### src/rtl/guess_input_reader_if.sv
// ----------------------------------------------------------------------------
// guess_input_reader_if
//   Guess hand-off bundle between the input reader and the Bulls and Cows core.
//   master (reader side) : drives guess_valid, guess, reject, err_code;
//                          samples guess_ready
//   slave  (core side)   : the mirror image
//   guess_valid  guess is held and offered
//   guess_ready  core accepts the guess this cycle
//   guess        latched guess, four BCD nibbles, digit 3 most significant
//   reject       one-cycle pulse: the last press carried an invalid guess
//   err_code     0 none, 1 bad digit (nibble > 9), 2 duplicate digit
// ----------------------------------------------------------------------------
interface guess_input_reader_if;
   logic        guess_valid;
   logic        guess_ready;
   logic [15:0] guess;
   logic        reject;
   logic [1:0]  err_code;

   modport master (
      output guess_valid,
      output guess,
      output reject,
      output err_code,
      input  guess_ready
   );

   modport slave (
      input  guess_valid,
      input  guess,
      input  reject,
      input  err_code,
      output guess_ready
   );
endinterface

### src/rtl/guess_input_reader.sv
// ----------------------------------------------------------------------------
// guess_input_reader
//   Reads the player's 4-digit guess from the board switches when the confirm
//   button is pressed, validates it and hands it to the Bulls and Cows core.
//   The raw button is synchronised and debounced, the switches synchronised;
//   a valid guess is offered over valid/ready, an invalid one is flagged with
//   a one-cycle reject pulse plus an error code.
//
//   Parameters
//     DEBOUNCE_CYCLES   stable cycles before a new button level is accepted
//     REQUIRE_DISTINCT  1: the four digits must be pairwise different
//   Ports
//     clock    system clock, rising edge
//     reset    asynchronous, active-low reset
//     btn_raw  raw confirm push-button, asynchronous, active-high
//     SW       raw switches, digit i = SW[4i+3:4i]
//     busy     high whenever the reader is not idle
//     gif      guess hand-off bundle (master side)
// ----------------------------------------------------------------------------
module guess_input_reader #(
   parameter int unsigned DEBOUNCE_CYCLES  = 1_000_000,
   parameter bit          REQUIRE_DISTINCT = 1'b1
) (
   input  logic                 clock,
   input  logic                 reset,
   input  logic                 btn_raw,
   input  logic [15:0]          SW,
   output logic                 busy,
   guess_input_reader_if.master gif
);

   localparam int unsigned CNT_W = (DEBOUNCE_CYCLES > 1) ? $clog2(DEBOUNCE_CYCLES) : 1;
   localparam logic [CNT_W-1:0] CNT_MAX = CNT_W'(DEBOUNCE_CYCLES - 1);

   typedef enum logic [1:0] {
      IDLE,
      CHECK,
      OFFER,
      WAIT_RELEASE
   } state_t;

   typedef enum logic [1:0] {
      ERR_NONE      = 2'd0,
      ERR_BAD_DIGIT = 2'd1,
      ERR_DUPLICATE = 2'd2
   } err_t;

   // ---------------------------------------------------------------- sync
   logic [1:0]  btn_sync_q;
   logic [15:0] sw_meta_q;
   logic [15:0] sw_sync_q;

   // NOTE: sequential state uses non-blocking assignments so every flop
   // samples the pre-edge value of its neighbours, as the hardware does.
   always_ff @(posedge clock or negedge reset) begin
      if (!reset) begin
         btn_sync_q <= '0;
         sw_meta_q  <= '0;
         sw_sync_q  <= '0;
      end else begin
         btn_sync_q <= {btn_sync_q[0], btn_raw};
         sw_meta_q  <= SW;
         sw_sync_q  <= sw_meta_q;
      end
   end

   // ------------------------------------------------------------ debounce
   logic [CNT_W-1:0] cnt_q, cnt_d;
   logic             level_q, level_d;
   logic             press_q;

   // NOTE: every variable written here gets a default first, so no path
   // leaves it unassigned and no latch is inferred.
   always_comb begin
      cnt_d   = '0;
      level_d = level_q;
      if (btn_sync_q[1] != level_q) begin
         if (cnt_q == CNT_MAX) begin
            level_d = ~level_q;        // counter restarts from zero
         end else begin
            cnt_d = cnt_q + CNT_W'(1);
         end
      end
   end

   always_ff @(posedge clock or negedge reset) begin
      if (!reset) begin
         cnt_q   <= '0;
         level_q <= 1'b0;
         press_q <= 1'b0;
      end else begin
         cnt_q   <= cnt_d;
         level_q <= level_d;
         // One-cycle pulse in the first cycle the debounced level reads 1.
         press_q <= level_d & ~level_q;
      end
   end

   // ----------------------------------------------------------- validation
   logic [15:0] snapshot_q;
   logic        bad_digit;
   logic        duplicate;
   err_t        err_d;

   always_comb begin
      bad_digit = 1'b0;
      duplicate = 1'b0;
      err_d     = ERR_NONE;
      for (int i = 0; i < 4; i++) begin
         if (snapshot_q[4*i +: 4] > 4'd9) bad_digit = 1'b1;
      end
      for (int i = 0; i < 3; i++) begin
         for (int j = i + 1; j < 4; j++) begin
            if (snapshot_q[4*i +: 4] == snapshot_q[4*j +: 4]) duplicate = 1'b1;
         end
      end
      // A bad digit outranks a duplicate.
      if (bad_digit) begin
         err_d = ERR_BAD_DIGIT;
      end else if (REQUIRE_DISTINCT && duplicate) begin
         err_d = ERR_DUPLICATE;
      end
   end

   // ------------------------------------------------------------------ FSM
   state_t      state_q;
   logic [15:0] guess_q;
   logic        valid_q;
   logic        reject_q;
   err_t        err_q;

   always_ff @(posedge clock or negedge reset) begin
      if (!reset) begin
         state_q    <= IDLE;
         snapshot_q <= '0;
         guess_q    <= '0;
         valid_q    <= 1'b0;
         reject_q   <= 1'b0;
         err_q      <= ERR_NONE;
      end else begin
         reject_q <= 1'b0;
         case (state_q)
            IDLE: begin
               if (press_q) begin
                  snapshot_q <= sw_sync_q;
                  state_q    <= CHECK;
               end
            end
            CHECK: begin
               err_q <= err_d;
               if (err_d == ERR_NONE) begin
                  guess_q <= snapshot_q;
                  valid_q <= 1'b1;
                  state_q <= OFFER;
               end else begin
                  reject_q <= 1'b1;
                  state_q  <= WAIT_RELEASE;
               end
            end
            OFFER: begin
               // Presses here are ignored; guess_q stays put after hand-off.
               if (valid_q && gif.guess_ready) begin
                  valid_q <= 1'b0;
                  state_q <= WAIT_RELEASE;
               end
            end
            WAIT_RELEASE: begin
               // A held button must be released before the next guess.
               if (!level_q) state_q <= IDLE;
            end
         endcase
      end
   end

   assign gif.guess_valid = valid_q;
   assign gif.guess       = guess_q;
   assign gif.reject      = reject_q;
   assign gif.err_code    = err_q;
   assign busy            = (state_q != IDLE);

endmodule

### src/flat_wrapper.sv
// flat-port wrapper written by rule: the top's interface ports become plain ports
module guess_input_reader_flat 
#(
   parameter int unsigned DEBOUNCE_CYCLES  = 1_000_000,
   parameter bit          REQUIRE_DISTINCT = 1'b1
)
  (clock, reset, btn_raw, SW, busy, gif_guess_valid, gif_guess, gif_reject, gif_err_code, gif_guess_ready);
  guess_input_reader_if gif_i ();
  input  logic clock;
  input  logic reset;
  input  logic btn_raw;
  input  logic [15:0] SW;
  output logic busy;
  output wire logic [$bits(gif_i.guess_valid)-1:0] gif_guess_valid;
  output wire logic [$bits(gif_i.guess)-1:0] gif_guess;
  output wire logic [$bits(gif_i.reject)-1:0] gif_reject;
  output wire logic [$bits(gif_i.err_code)-1:0] gif_err_code;
  input wire logic [$bits(gif_i.guess_ready)-1:0] gif_guess_ready;
  assign gif_guess_valid = gif_i.guess_valid;
  assign gif_guess = gif_i.guess;
  assign gif_reject = gif_i.reject;
  assign gif_err_code = gif_i.err_code;
  assign gif_i.guess_ready = gif_guess_ready;
  guess_input_reader #(.DEBOUNCE_CYCLES(DEBOUNCE_CYCLES), .REQUIRE_DISTINCT(REQUIRE_DISTINCT)) u_core (.clock(clock), .reset(reset), .btn_raw(btn_raw), .SW(SW), .busy(busy), .gif(gif_i));
endmodule
### config.mk
export PLATFORM = sky130hd
export DESIGN_NAME = guess_input_reader_flat
export DESIGN_NICKNAME = d
export VERILOG_FILES = /design/src/rtl/guess_input_reader_if.sv /design/src/rtl/guess_input_reader.sv /design/src/flat_wrapper.sv
export SDC_FILE = /design/constraint.sdc
export NUM_CORES = 1
export LEC_CHECK = 0
export CAP_MARGIN = 10
export CORE_ASPECT_RATIO = 1.25
export CORE_MARGIN = 8
export CORE_UTILIZATION = 53
export CTS_BUF_LIST = sky130_fd_sc_hd__clkbuf_2
export CTS_CLUSTER_DIAMETER = 50
export DETAILED_ROUTE_END_ITERATION = 10
export PLACE_DENSITY_LB_ADDON = 0.1
export SLEW_MARGIN = 10
export SYNTH_ARGS = -nofsm -noshare
export SYNTH_HDL_FRONTEND = slang
export SYNTH_SLANG_ARGS = --single-unit
### constraint.sdc
create_clock -name clock -period 5.55 [get_ports clock]
set_input_delay 1.11 -clock clock [delete_from_list [all_inputs] [get_ports clock]]
set_output_delay 1.11 -clock clock [all_outputs]
set_load 0.01 [all_outputs]
==> summary.md, run 1 <==
| Metric | Value |
|---|---|
| WL met2 | `3156 um` |
| Gr ovfl total | `0` |
| DPL Wire Length | `4491 um` |
| Final period util | `54.07%` |
| Clock Pin Slew Worst Setup and Hold Paths | `0.25 ns` |
| Fill count | `621` |
| Non-filler cells, final | `421` |
| Worst skew pair latency | `0.52 ns` |
| Compound-Gate Fraction of Synth Area | `3.233%` |
| Synth area leaders | `dfrtp_1 (60%), xnor2_1 (7.4%), mux2_2 (6.6%)` |
| Layout area overhead | `12.42%` |
| Worst EP required | `4.44 ns` |
| Post-Syn Area | `0.003909 mm2` |
| Synth Area in Adders | `1.921%` |
| Final Max Tran Viols | `0` |
| Global-route wire length before repair | `11150 um` |
| Delay-heaviest family, CP | `buffers and inverters` |
| R2r setup slk | `3.13 ns` |
| Post-route ant nets | `0` |
| YS warnings | `0` |
| Power Dens Cells | `284.2 mW/mm2` |
| Per-cell routed wire length | `15.03 um` |
| Largest net degree at the start of global routing | `50` |
| Clock skew | `0.03334 ns` |
| GRT Total Usage | `13.43%` |
| Final hold vios | `0` |
| Kind of critical path | `register to primary output` |
| Final setup violation count | `0` |
| FP Rows | `35` |
| Vias | `2152` |
| Synthesized flop and latch total | `94` |
| Tightest Hold Check Type | `register to register` |
| Synthesized-area fraction occupied by and/or/nand/nor cells | `10.05%` |
| Syn_nets | `313` |
| DRT met1 WL | `2822 um` |
| Element type at the critical path start | `register` |
| Slew margin rel. | `37.74%` |
| Vias per inst | `5.112` |
| Placed Area | `0.004283 mm2` |
| Max-capacitance violation count | `0` |
| XOR/XNOR Fraction of Synth Area | `9.635%` |
| Avg Cell Area, Syn | `13.62 um2` |
| Fin area | `0.004394 mm2` |
| # IOs | `41` |
| Slowest stage delay, CP | `0.53 ns` |
| Final hold slack | `0.3560 ns` |
| Initial DRT Pass Iterations | `4` |
| Post-synth EDFFs | `0` |
| Final #Nets | `350` |
| Main combinational cell family by area after synthesis | `multiplexers` |
| Crit-path cells | `inv_1 > ha_1 > inv_1 > clkdlybuf4s50_1` |
| Final setup TNS | `0 ns` |
| Critical Path End Type | `primary output` |
| Yosys top cell area share | `60.18%` |
| Most common cell in the synthesized netlist | `dfrtp_1` |
| Status | `complete, no violations` |
| Ratio of cells with drive above 1 in the final layout | `16.41%` |
| Top Metal Used | `met4` |
| CTS tree | `built` |
| Fmax | `0.3332 GHz` |
| Synth Flop Type | `dfrtp_1` |
| H-tree depth | `3` |
| CP arrival | `1.89 ns` |
| CTS buffer count | `9` |
| # hold bufs at CTS | `0` |
| Top cell by count, worst path | `inv_1` |
| Crit path time final | `3.001 ns` |
| Drt total wl | `6326 um` |
| Buffers & Inverters on Critical Path | `3` |
| Die Span X | `92.81 um` |
| Number of global-route vias before repair | `2287` |
| Routability cong. | `0.8089` |
| Most frequent cells after synthesis | `dfrtp_1 (94), xnor2_1 (33), nor2_1 (27)` |
| Crit Path Max Fanout | `5` |
| Initial antenna violation count | `0` |
| Initial core utilization | `53.77%` |
| Worst-margin pin slew | `0.9308 ns` |
| Number of port buffers | `40` |
| Core box area | `0.007269 mm2` |
| DRT iter0 DRCs | `65` |
| Post-cts resize count | `0` |
| WL met3 | `253 um` |
| P_leak | `1.974 nW` |
| Setup bufs post-CTS | `0` |
| Clock root cell | `clkbuf_2` |
| Post-Place Cells | `405` |
| Clk sinks | `94` |
| VDD IR max | `0.0001641 V` |
| Distinct cells, synth | `37` |
| Diode count | `0` |
| Remaining DRCs | `0` |
| Die area | `0.01040 mm2` |
| RSZ-0062 raised after global routing | `false` |
| Part of the Yosys area used for sequential elements | `60.18%` |
| Largest area contributor in the netlist | `dfrtp_1` |
| Slowest stage cell, crit path | `clkdlybuf4s50_1` |
| Post-synthesis mux area share | `10.47%` |
| Asr flop ratio synth | `100.0%` |
| Mapped Cells | `287` |
| CTS Buffer Depth | `2` |
| Die height | `112.0 um` |
-- placed cells by master, fill, tap and decap left out, types with 2 or more instances in the layout --
master            n
and3_1            2
and4_1            2
buf_4             2
clkbuf_2         10
clkdlybuf4s50_1  39
clkinv_1          2
clkinvlp_4        2
dfrtp_1          94
ha_1              6
inv_1             8
mux2_2           23
mux2_4           10
nand2_1          11
nand3_1           6
nand4_1           9
nor2_1           27
nor3_1            5
nor4_1            4
o21ai_0           5
o21ai_1           2
xnor2_1          33
xor2_1           10
-- metal layers --
metal  global-route usage [%]  vias to the layer above
li1                         -                     1046
met1                    16.54                     1068
met4                    4.634                        0
met5                        0                        -
met2                    21.50                       30
met3                    4.406                        8
-- stage by stage --
step                utilization, %  power [mW]  setup WS (ns)
finish                       60.45       1.249          2.549
CTS                          60.45       1.268          2.492
floorplan                        -      0.8527          3.635
global route                 60.45       1.326          2.358
detailed placement           58.92      0.9438          3.081
global placement             58.92      0.9361          3.116
-- layout make-up --
cell class              instances  area (um2)  share of cell area, %
inverters                       8       30.03                 0.6834
flip-flops and latches         94        2352                  53.53
repair buffers                 41       405.4                  9.226
multi-input cells             170        1380                  31.41
well taps                      92       115.1                  2.620
clock inverters                 6       61.31                  1.395
clock buffers                  10       50.05                  1.139
-- state kept, by name (all words and copies together) (netlist names) --
signal	count
u_core.state_q	2
u_core.gif.guess	16
u_core.level_q	1
u_core.gif.err_code	2
u_core.gif.reject	1
u_core.sw_meta_q	16
u_core.press_q	1
u_core.snapshot_q	16
u_core.gif.guess_valid	1
u_core.btn_sync_q	2
u_core.sw_sync_q	16
u_core.cnt_q	20
-- final timing paths --
check / startpoint / endpoint / cells after the start
max in group asynchronous: reset / u_core.cnt_q[8]$_DFF_PN0_ / 2
min reg2reg: u_core.sw_meta_q[14]$_DFF_PN0_ / u_core.sw_sync_q[14]$_DFF_PN0_ / 0
min: u_core.sw_meta_q[14]$_DFF_PN0_ / u_core.sw_sync_q[14]$_DFF_PN0_ / 0
min in group asynchronous: reset / u_core.snapshot_q[12]$_DFFE_PN0P_ / 1
max reg2reg: u_core.snapshot_q[9]$_DFFE_PN0P_ / u_core.gif.guess[4]$_DFFE_PN0P_ / 5
max: u_core.state_q[1]$_DFFE_PN0P_ / busy / 4
-- report_power, final --
part | switching (mW) | internal, mW | total (mW)
Clock | 0.216 | 0.104 | 0.320
Combinational | 0.0942 | 0.0902 | 0.184
Sequential | 0.0217 | 0.722 | 0.744
Total | 0.332 | 0.917 | 1.25
-- cells by family after synthesis --
| kind of cell | Yosys count |
|---|---|
| compound gates | 15 |
| xor+xnor | 43 |
| fa+ha+maj | 6 |
| buf+inv | 23 |
| flops | 94 |
| mux | 33 |
| simple gates | 73 |
Note: power is estimated with default switching activity, not from simulation.
==> run 2, diff against run 1 <==
==> constraint.sdc (replaced) <==
create_clock -name clock -period 3.1 [get_ports clock]
set_input_delay 0.62 -clock clock [delete_from_list [all_inputs] [get_ports clock]]
set_output_delay 0.62 -clock clock [all_outputs]
set_load 0.01 [all_outputs]
==> summary.md, run 2 (same netlist as run 1, synthesis figures left out) <==
| Metric | Value |
|---|---|
| Status | `complete, no violations` |
| Power Dens Cells | `494.3 mW/mm2 (+74%)` |
| Vias | `2188 (+1.7%)` |
| Crit path time final | `2.524 ns` |
| Slowest stage delay, CP | `0.53 ns (about the same)` |
| Clk sinks | `94 (unchanged)` |
| VDD IR max | `0.0002726 V (+66%)` |
| Tightest Hold Check Type | `primary input to asynchronous set/reset pin` |
| End of the worst register-to-register path | `u_core.cnt_q[9]$_DFF_PN0_` |
| Fmax | `0.3962 GHz` |
| CTS buffer count | `9 (unchanged)` |
| Layout area overhead | `12.48% (about the same)` |
| Vias per inst | `5.185 (+1.4%)` |
| Crit-path cells | `inv_1 > ha_1 > inv_1 > clkdlybuf4s50_1` |
| Number of port buffers | `40 (unchanged)` |
| Top cell by count, worst path | `inv_1` |
| R2r setup slk | `0.88 ns (-2.25 ns)` |
| Reg area | `0.002352 mm2 (unchanged)` |
| Final Max Tran Viols | `0 (unchanged)` |
| Post-cts resize count | `0 (unchanged)` |
| Post-route ant nets | `0 (unchanged)` |
| Final #Nets | `351 (+0.29%)` |
| RR Startpoint | `u_core.cnt_q[0]$_DFF_PN0_` |
| R2R cell count | `6 (+1)` |
| Initial antenna violation count | `0 (unchanged)` |
| Worst setup path end | `busy` |
| Fin worst setup slack | `0.5759 ns (-1.973 ns)` |
| Initial core utilization | `53.77% (unchanged)` |
| Die Span X | `92.81 um (unchanged)` |
| Clock root cell | `clkbuf_2` |
| Remaining DRCs | `0 (unchanged)` |
| Post-Place Cells | `406 (+0.25%)` |
| Crit Path Max Fanout | `5 (unchanged)` |
| DRT iter0 DRCs | `48 (-26%)` |
| Kind of critical path | `register to primary output` |
| GRT Total Usage | `14.11% (+0.68 points)` |
| Most frequent cells in the layout | `dfrtp_1 (94), clkdlybuf4s50_1 (39), xnor2_1 (33)` |
| Top reg by flops | `u_core.cnt_q` |
| # hold bufs at CTS | `0 (unchanged)` |
| Worst EP required | `2.48 ns (-1.96 ns)` |
| Diode count | `0 (unchanged)` |
| Worst skew pair latency | `0.52 ns (about the same)` |
| Non-filler cells, final | `422 (+0.24%)` |
| Fill count | `640 (+3.1%)` |
| RSZ-0062 raised after global routing | `false` |
| Final hold slack | `0.09426 ns (-0.2618 ns)` |
| Critical Path End Type | `primary output` |
| Slew margin rel. | `52.99% (+15 points)` |
| CTS Buffer Depth | `2 (unchanged)` |
| Commonest non-fill, non-tap cell in the layout | `dfrtp_1` |
| Ratio of cells with drive above 1 in the final layout | `16.97% (+0.56 points)` |
| Die height | `112.0 um (unchanged)` |
| Worst-margin pin slew | `0.7034 ns (-0.2274 ns)` |
| Final setup violation count | `0 (unchanged)` |
| FP Rows | `35 (unchanged)` |
| Max-capacitance violation count | `0 (unchanged)` |
| Launch point of the worst path | `u_core.state_q[1]$_DFFE_PN0P_` |
| Number of global-route vias before repair | `2350 (+2.8%)` |
| Gr ovfl total | `0 (unchanged)` |
| P_leak | `1.985 nW (+0.53%)` |
| Max FFs per register | `20 (unchanged)` |
| Setup Slack @ Placement | `0.9388 ns (-2.142 ns)` |
| DPL Wire Length | `4759 um (+6.0%)` |
| H-tree depth | `3 (unchanged)` |
| CTS tree | `built` |
| Slowest stage cell, crit path | `clkdlybuf4s50_1` |
| Clock skew | `0.02509 ns (-0.008249 ns)` |
| Per-cell routed wire length | `15.66 um (+4.2%)` |
| Drt total wl | `6607 um (+4.4%)` |
| Final setup TNS | `0 ns (unchanged)` |
| Core box area | `0.007269 mm2 (unchanged)` |
| # IOs | `41 (unchanged)` |
| Largest net degree at the start of global routing | `56 (+12%)` |
| Setup bufs post-CTS | `0 (unchanged)` |
| Multi-input logic area | `0.001380 mm2 (unchanged)` |
| Initial DRT Pass Iterations | `4 (unchanged)` |
| Global-route wire length before repair | `11630 um (+4.3%)` |
| Routability cong. | `0.8110 (+0.26%)` |
| Final hold vios | `0 (unchanged)` |
| CP arrival | `1.90 ns (about the same)` |
| Die area | `0.01040 mm2 (unchanged)` |
| Element type at the critical path start | `register` |
| Clock Pin Slew Worst Setup and Hold Paths | `0.26 ns (about the same)` |
| Final period util | `81.42%` |
-- run 2: cell types whose count changed in the layout (fill, tap and decap cells not counted), sizes merged --
cell      change
buf           +1
bufinv        -1
clkbuf        -1
clkinv        +3
clkinvlp      -2
inv           +1
-- run 2: layer usage --
| metal | track usage [%] | share of wire [%] |
|---|---|---|
| met5 | 0 | 0 |
| met4 | 6.789 | 1.7 |
| met3 | 3.071 | 3.9 |
| met2 | 23.16 | 52 |
| met1 | 17.10 | 42 |
-- run 2: worst min path at each step --
stage / slack [ns] / from / endpoint
floorplan: 0.32 / reset / u_core.btn_sync_q[0]$_DFF_PN0_
global placement: 0.33 / u_core.sw_meta_q[0]$_DFF_PN0_ / u_core.sw_sync_q[0]$_DFF_PN0_
detailed placement: 0.33 / u_core.btn_sync_q[0]$_DFF_PN0_ / u_core.btn_sync_q[1]$_DFF_PN0_
CTS: 0.08 / reset / u_core.gif.guess_valid$_DFFE_PN0P_
global route: 0.08 / reset / u_core.gif.guess[13]$_DFFE_PN0P_
finish: 0.09 / reset / u_core.gif.guess[13]$_DFFE_PN0P_
-- run 2: layout make-up --
| class | instances | share of cell area [%] |
|---|---|---|
| flip-flops and latches | 94 | 53.50 |
| multi-input cells | 170 | 31.39 |
| repair buffers | 42 | 9.676 |
| well taps | 92 | 2.618 |
| clock inverters | 7 | 1.110 |
| clock buffers | 9 | 1.024 |
| inverters | 8 | 0.6830 |
-- run 2: metrics by stage --
stage	utilization, %	area, um2	power [mW]
after global routing	60.48	4397	2.302
final	60.48	4397	2.173
after floorplan	-	3909	1.527
after CTS	60.48	4397	2.210
after detailed placement	59.19	4303	1.690
after global placement	59.19	4303	1.676
-- run 2: critical path, delay by kind of cell, from the launching register on --
family,cells,cell delay (ns)
fa+ha+maj,1,0.20
buf+inv,3,0.70
flops,1,0.47
-- run 2: power breakdown --
| part | switching (mW) | internal, mW | total, mW |
|---|---|---|---|
| sequential | 0.0393 | 1.29 | 1.33 |
| clock | 0.407 | 0.110 | 0.518 |
| combinational | 0.162 | 0.161 | 0.323 |
==> RTL change (settings of run 2) <==
`REQUIRE_DISTINCT` is set to 1'b1 in 2 places; all go to 1'b0.
--- a/src/rtl/guess_input_reader.sv
+++ b/src/rtl/guess_input_reader.sv
@@ -21,3 +21,3 @@
    parameter int unsigned DEBOUNCE_CYCLES  = 1_000_000,
-   parameter bit          REQUIRE_DISTINCT = 1'b1
+   parameter bit          REQUIRE_DISTINCT = 1'b0
 ) (
--- a/src/flat_wrapper.sv
+++ b/src/flat_wrapper.sv
@@ -4,3 +4,3 @@
    parameter int unsigned DEBOUNCE_CYCLES  = 1_000_000,
-   parameter bit          REQUIRE_DISTINCT = 1'b1
+   parameter bit          REQUIRE_DISTINCT = 1'b0
 )
Formal check against the unedited RTL: same outputs for any inputs over 10 cycles, from zero or initial values and one cycle with reset low; that may be too few to reach the edited logic, so the function may still have changed.
==> RTL change against run 2 <==
Final cell count is 8.5% lower. Worst setup slack better by 4.5 ps. Cell area down 7.9%. First-iteration DRC count grew 27%. Area after synthesis decreased by 12%. Routed wire length decreased by 13%. Hold slack better by 11 ps. Largest cell class unchanged. Sequential cell count shrank 1.
Power is not compared: it rests on default switching activity, and its combinational part moved more than twofold at a synthesized area within 25%.
==> RTL change: results (changes against run 2) <==
stage	metric	value	unit	change
outcome	status	finished, final reports clean		
critical_path	worst r2r path cells	4		-2
layout	layout cells sized above 1	0.181		+0.0109
clock_network	Clk pin slew, worst setup/hold paths	240	ps	-20 ps
place	IO Port Bufs	39		-2.5%
synthesis	syn nets	275		-12%
global_routing	Overall Global Routing Usage	0.136		-0.00472
clock_network	CTS sink cnt	93		-1.1%
critical_path	worst r2r src	u_core.snapshot_q[2]		
synthesis	post-synthesis compound-gate area fraction	0.0485		+0.0162
place	Placed Instances	370		-8.9%
global_routing	largest net degree at the start of global routing	61		+8.9%
synthesis	Adder-Cell Fraction of Synth Area	0.0219		+0.00268
synthesis	Post-Synth XOR/XNOR Area	0.0281		-0.0683
synthesis	mux share of post-synthesis cell area	0.112		+0.00692
layout	inverter count	9		+1
detailed_routing	Routed Wire Length	5730	µm	-13%
synthesis	Post-synth top cells	dfrtp_1, mux2_2, nor2_1		
layout	multi-input combinational area share	0.258		-0.0561
layout	Storage cell area	2330	µm²	-1.1%
synthesis	Cell variety after synth	30		-19%
clock_network	clock latency on the worst-skew pair	540	ps	+20 ps
layout	comb_multi_in	140		-18%
critical_path	Worst R2R End	u_core.gif.guess[9]		
global_routing	vias in the first global route	2111		-10%
synthesis	leading cell types by total area after synthesis	dfrtp_1, mux2_2, ha_1, xor2_1, o21ai_0		
layout	Final nets	320		-8.8%
place	detailed placement HPWL	3930	µm	-17%
layout	number of fill cells in the layout	502		-22%
global_routing	first-pass GRT wire length	9740	µm	-16%
synthesis	Synth Area per Inst	13.8	µm²	+1.2%
pwr	maximum VDD drop	0.000254	V	
layout	Clock buf/inv share	0.0294		+0.00802
-- RTL change: cell count changes in the layout (fill, tap and decap cells not counted), moves of 4 or more --
| cell | before | now |
|---|---|---|
| or3_1 | 0 | 6 |
| mux2_4 | 10 | 0 |
| mux2_2 | 23 | 34 |
| xnor2_1 | 33 | 4 |
| nor2_1 | 27 | 13 |
| or4_1 | 0 | 4 |
| o21ai_0 | 5 | 12 |
| a21oi_1 | 0 | 10 |
-- RTL change: per-stage QoR --
stage               hold WS [ps]  cell area [µm²]  power, mW  setup slack (ps)  utilization
floorplan                    324             3430       1.28              1310            -
global placement             331             3930       1.34              1100        0.614
detailed placement           335             3930       1.34              1100        0.614
CTS                         94.1             4050       1.93               536        0.632
global route                 105             4050       1.98               430        0.632
finish                       105             4050       1.91               580        0.632
-- RTL change: cells by family after synthesis --
logic type	Yosys count
buffers and inverters	16
AND/OR/NAND/NOR	59
flip-flops	93
adder cells (fa/ha/maj)	6
other	1
XOR/XNOR	11
multiplexers	34
AO/OA/AOI/OAI	29
-- RTL change: per-layer routing --
layer | global-route usage | wire length (µm) | part of all wire | up-vias
met5 | 0 | 0 | 0 | -
met4 | 0.0801 | 138 | 0.024 | 0
met3 | 0.0378 | 255 | 0.044 | 13
met2 | 0.229 | 2940 | 0.51 | 31
met1 | 0.149 | 2400 | 0.42 | 997
li1 | - | - | - | 963
-- RTL change: power breakdown --
| group | internal (mW) | switching (mW) | total (mW) |
|---|---|---|---|
| Sequential | 1.24 | 0.0101 | 1.25 |
| Clock | 0.189 | 0.406 | 0.595 |
| Combinational | 0.0283 | 0.0348 | 0.0632 |
-- RTL change: critical path: cells and delay by family (launching register included) --
family | cells | cell delay [ps]
buffers and inverters | 3 | 700
flip-flops | 1 | 460
adder cells (fa/ha/maj) | 1 | 210
